<file path="config.mk">
export PLATFORM = sky130hd
export DESIGN_NAME = id_fwd_stage
export DESIGN_NICKNAME = d
export VERILOG_FILES = /design/src/rtl/id_fwd_stage.sv
export SDC_FILE = /design/constraint.sdc
export NUM_CORES = 1
export LEC_CHECK = 0
export BUFFER_PORTS_ARGS = -buffer_cell sky130_fd_sc_hd__buf_2
export CAP_MARGIN = 5
export CORE_AREA = 5 5 138 140
export DETAILED_ROUTE_END_ITERATION = 8
export DIE_AREA = 0 0 143 145
export GPL_ROUTABILITY_DRIVEN = 0
export HOLD_SLACK_MARGIN = 0.12
export PLACE_DENSITY = 0.7
export SETUP_SLACK_MARGIN = 0.05
export SYNTH_ARGS = -nofsm -noshare
export SYNTH_HDL_FRONTEND = slang
export SYNTH_SLANG_ARGS = --single-unit
</file>
<file path="constraint.sdc">
create_clock -name clk -period 3.7 [get_ports clk]
set_input_delay 0.555 -clock clk [delete_from_list [all_inputs] [get_ports clk]]
set_output_delay 0.555 -clock clk [all_outputs]
set_load 0.02 [all_outputs]
</file>
<file path="src/rtl/id_fwd_stage.sv">
// Decode-stage front end: IF->ID register, priority bypass network, load-use interlock, stall capture.
// Optional stall statistics counter is enabled with `define ID_FWD_STATS_EN.
module id_fwd_stage #(
  parameter int DATA_W    = 32,
  parameter int REG_AW    = 5,
  parameter int NUM_FWD   = 3,
  parameter int PAYLOAD_W = 33
) (
  input  logic                        clk,
  input  logic                        rst,
  input  logic                        stall_id,
  input  logic                        stall_ex,
  input  logic                        flush,
  input  logic [PAYLOAD_W-1:0]        if_bus,
  input  logic [REG_AW-1:0]           raddr1,
  input  logic [REG_AW-1:0]           raddr2,
  input  logic                        use1,
  input  logic                        use2,
  input  logic [DATA_W-1:0]           rf_rdata1,
  input  logic [DATA_W-1:0]           rf_rdata2,
  input  logic [NUM_FWD-1:0]          fwd_we,
  input  logic [NUM_FWD*REG_AW-1:0]   fwd_waddr,
  input  logic [NUM_FWD*DATA_W-1:0]   fwd_wdata,
  input  logic [NUM_FWD-1:0]          fwd_pend,
  output logic [PAYLOAD_W-1:0]        id_bus,
  output logic                        id_valid,
  output logic [DATA_W-1:0]           op1,
  output logic [DATA_W-1:0]           op2,
  output logic                        stallreq,
  output logic [31:0]                 stall_cycles
);

  // Returns {hit, pend, data} of the youngest matching bypass source.
  function automatic logic [DATA_W+1:0] fwd_pick(
    input logic                      rd,
    input logic [REG_AW-1:0]         ra,
    input logic [NUM_FWD-1:0]        we,
    input logic [NUM_FWD*REG_AW-1:0] wa,
    input logic [NUM_FWD*DATA_W-1:0] wd,
    input logic [NUM_FWD-1:0]        pd
  );
    logic [DATA_W+1:0] res;
    res = '0;
    for (int k = NUM_FWD - 1; k >= 0; k--) begin
      if (rd && (ra != '0) && we[k] && (wa[k*REG_AW +: REG_AW] == ra))
        res = {1'b1, pd[k], wd[k*DATA_W +: DATA_W]};
    end
    return res;
  endfunction

  logic [PAYLOAD_W-1:0] r_id_bus_p0;
  logic                 r_cap1_vld_p0, r_cap2_vld_p0;
  logic [DATA_W-1:0]    r_cap1_p0, r_cap2_p0;
  logic                 w_hit1, w_pend1, w_hit2, w_pend2;
  logic [DATA_W-1:0]    w_fdata1, w_fdata2;
  logic                 w_vld_p0;
  logic                 w_id_load;

  assign w_vld_p0  = r_id_bus_p0[PAYLOAD_W-1];
  // ID takes a new value (payload or bubble) unless both ID and EX are stalled.
  assign w_id_load = !(stall_id && stall_ex);

  assign {w_hit1, w_pend1, w_fdata1} = fwd_pick(use1, raddr1, fwd_we, fwd_waddr, fwd_wdata, fwd_pend);
  assign {w_hit2, w_pend2, w_fdata2} = fwd_pick(use2, raddr2, fwd_we, fwd_waddr, fwd_wdata, fwd_pend);

  // Stage p0: IF->ID register
  always_ff @(posedge clk) begin
    if (rst || flush)
      r_id_bus_p0 <= '0;
    else if (stall_id && !stall_ex)
      r_id_bus_p0 <= '0;
    else if (!stall_id)
      r_id_bus_p0 <= if_bus;
  end

  always_ff @(posedge clk) begin
    if (rst || flush || w_id_load) begin
      r_cap1_vld_p0 <= 1'b0;
      r_cap2_vld_p0 <= 1'b0;
    end else if (w_vld_p0 && stall_id) begin
      if (w_hit1 && !w_pend1) r_cap1_vld_p0 <= 1'b1;
      if (w_hit2 && !w_pend2) r_cap2_vld_p0 <= 1'b1;
    end
  end

  always_ff @(posedge clk) begin
    if (w_vld_p0 && stall_id) begin
      if (w_hit1 && !w_pend1) r_cap1_p0 <= w_fdata1;
      if (w_hit2 && !w_pend2) r_cap2_p0 <= w_fdata2;
    end
  end

  // A pending selected source is newer than capture/regfile, so it yields 0 while the interlock holds.
  always_comb begin
    op1 = '0;
    if (w_vld_p0 && (raddr1 != '0)) begin
      if (w_hit1)             op1 = w_pend1 ? '0 : w_fdata1;
      else if (r_cap1_vld_p0) op1 = r_cap1_p0;
      else                    op1 = rf_rdata1;
    end
  end

  always_comb begin
    op2 = '0;
    if (w_vld_p0 && (raddr2 != '0)) begin
      if (w_hit2)             op2 = w_pend2 ? '0 : w_fdata2;
      else if (r_cap2_vld_p0) op2 = r_cap2_p0;
      else                    op2 = rf_rdata2;
    end
  end

  assign stallreq = w_vld_p0 && ((w_hit1 && w_pend1) || (w_hit2 && w_pend2));
  assign id_bus   = r_id_bus_p0;
  assign id_valid = w_vld_p0;

`ifdef ID_FWD_STATS_EN
  function automatic logic [31:0] sat_inc(input logic [31:0] v);
    return (v == 32'hFFFF_FFFF) ? v : v + 32'd1;
  endfunction

  logic [31:0] r_stall_cycles;

  always_ff @(posedge clk) begin
    if (rst)
      r_stall_cycles <= '0;
    else if (stallreq)
      r_stall_cycles <= sat_inc(r_stall_cycles);
  end

  assign stall_cycles = r_stall_cycles;
`else
  assign stall_cycles = '0;
`endif

endmodule
</file>
==> results by group <==
Place
  – Port Buffers: 329
  – Placed insts: between 1,000 and 1,500
  – Pre-CTS setup slack: approximately 200 ps
  – DP HPWL: approximately 22,000 um

Clock network
  – Post-CTS Setup Inserts: 0
  – Skew-Pair Late Insertion Delay: around 350 ps
  – CTS max path bufs: 2
  – Cts bufs inserted: 9
  – Sink count of the clock tree: a little under 100
  – Post-CTS Hold Buffers: 0
  – CTS tree: yes
  – H-tree levels: 3
  – Clk root buf: clkbuf_16
  – Post-CTS resize count: 0
  – Reg clk slew, reported paths: around 70 ps

Global route
  – Largest net degree at the start of global routing: between 60 and 70
  – First-pass GRT wire length: about 44,000 um
  – Initial antenna violation count: 4
  – Total GRT Usage: 0.267
  – Vias in the first global route: 7,839
  – GRT overflow: 0

Die
  – I/O pin cnt: between 300 and 400
  – Die W: around 140 um
  – Starting Density: 0.410
  – Core Rows: between 40 and 50
  – Core area: 17,700 um2
  – DIE HEIGHT: about 150 um
  – Die area: 20,700 um2

Critical path
  – Critical path arrival: 2960 ps
  – Worst Setup Start Kind: input port
  – CP Max Fanout: 17
  – Max stage delay on crit path: just over 600 ps
  – Most common cell on crit path: buf_2
  – Worst setup EP type: output port
  – CP max stage cell: or4_1
  – Kind of critical path: input port to output port
  – Required @ worst endpoint: 3140 ps
  – Worst path cell trace: buf_2 -> xor2_1 -> or4_1 -> nor3_4 -> buf_4 -> a31oi_1 -> a21o_1 -> o21ai_0 -> buf_2

Routing
  – Via count: a little under 8,000
  – 1st-iter DRT viols: 731
  – # DRC: 0
  – Final WL: slightly below 30,000 um
  – ANT nets after route: 0
  – Routed vias/inst: roughly 5.7
  – First-pass detailed-route iteration total: 5
  – Drt wl/cell: 21.0 um

Pwr
  – Leak Pwr: 0.00415 uW
  – Overall Power: ~2600 uW
  – Pwr/cell area: 280 nW/um2
  – Peak supply drop: 206 uV

Final layout
  – Final non-filler cell total: about 1,400
  – # fillers: roughly 1,700
  – Final #Nets: roughly 1,400
  – P&R area growth vs syn: 29.4%
  – Layout cells sized above 1: 0.373

STA
  – Hold Slack: about 440 ps
  – Final setup viols: 0
  – Final hold violation count: 0
  – Fmax: about 280 MHz
  – Final min period: approximately 3500 ps
  – Period utilization: 0.951
  – Max-slew violation count: 0
  – Slew headroom: 0.266
  – Setup TNS: 0 ps
  – Setup ws final: between 150 and 200 ps
  – Clk_skew: 14.5 ps
  – Slew at the pin with the worst max-slew slack: around 1100 ps
  – RSZ-0062 raised after global routing: yes

Synth
  – Synth area leaders: edfxtp_1 26%, dfxtp_1 9.6%, mux2i_1 9.1%, nor2_1 8.3%, mux2_2 5.0%
  – Cell accounting for the most synthesized area: edfxtp_1
  – Most frequent cell after synthesis: nor2_1
  – Ys Warns: 0
  – Sequential area share after synthesis: 0.361
  – EDFF count, synth: 64
  – Asr flop ratio synth: 0
  – Top FF cell, synth: edfxtp_1
  – Gate Count Post-Synth: about 850
  – Yosys reg bits: 99
  – Syn Area/Cell: between 8 and 9 um2
  – Synth top area share: 0.265
  – Mapped cell area: slightly above 7000 um2
  – Post-synth cell types: between 50 and 60
  – Top post-synthesis cells by count: 160 x nor2_1, 79 x nand2_1, 66 x mux2i_1, 64 x edfxtp_1, 50 x clkbuf_1

Outcome
  – Status: complete, no violations

Min path
  – Hold crit path type: input port to register

Flow run
  – # Max-Cap Violations: 0
where the power goes:
part | total [uW] | internal (uW) | leakage (uW) | switching [uW]
combinational | 480 | 198 | 0.00327 | 282
sequential | 1180 | 1180 | 0.000738 | 5.69
clock | 967 | 527 | 0.000143 | 440
state kept, by name, summed over array words and instances, names as in the netlist:
register / cells
id_bus: 33
r_cap1_p0: 32
r_cap1_vld_p0: 1
r_cap2_p0: 32
r_cap2_vld_p0: 1
through the flow:
stage	util	area, um2
after detailed placement	0.514	9100
after global placement	0.514	9100
after floorplan	-	7380
after CTS	0.530	9390
final	0.531	9400
after global routing	0.531	9400
worst max-delay path, delay by kind of cell:
family	cells	cell delay, ps
simple gates	2	1010
buf+inv	3	690
xor+xnor	1	170
compound gates	3	520
final cells by class:
class / count / area (um2) / area share
Antenna cell: 4 / 10.0 / 0.00106
Clock inverter: 6 / 65.1 / 0.00692
Timing Repair Buffer: 363 / 1940 / 0.206
Clock buffer: 10 / 229 / 0.0243
Inverter: 35 / 131 / 0.0140
Tap cell: 229 / 287 / 0.0305
Multi-Input combinational cell: 642 / 4120 / 0.438
Sequential cell: 99 / 2630 / 0.279
cell usage in the layout, fill, tap and decap left out, types with 32 or more instances in the layout:
cell type	Yosys	routed
nand2_1	79	79
dfxtp_1	35	33
a31oi_1	32	32
nand4_1	38	38
nor2_1	160	160
mux2_2	32	32
conb_1	1	32
a21o_1	32	32
inv_1	35	35
buf_2	16	329
edfxtp_1	64	64
mux2i_1	66	66
metal layers:
metal | part of all wire | routed length, um | global-route usage | vias to the layer above
met5 | 0.00068 | 20 | 0 | -
met4 | 0.022 | 643 | 0.0903 | 2
met3 | 0.11 | 3190 | 0.0665 | 50
met2 | 0.47 | 13800 | 0.438 | 524
met1 | 0.39 | 11500 | 0.342 | 3684
li1 | - | - | - | 3616
cells by family after synthesis:
group | Yosys count | share of synthesized area
and+or+nand+nor | 304 | 0.185
AOI/OAI and AO/OA | 178 | 0.180
buffers and inverters | 142 | 0.0975
DFF | 99 | 0.361
muxes | 98 | 0.141
xor gates and xnor gates | 30 | 0.0362
other | 1 | 0.000516
path summary, 6_finish.rpt:
path,startpoint,to,slack [ps],cells past startpoint
worst max-delay path,raddr1[4],op1[15],180,9
worst min-delay path,if_bus[11],id_bus[11],440,3
worst max register to register,id_bus[32],r_cap1_p0[14],2040,2
worst min register to register,id_bus[6],id_bus[6],490,2
No activity file was read; power rests on OpenSTA's default activity.
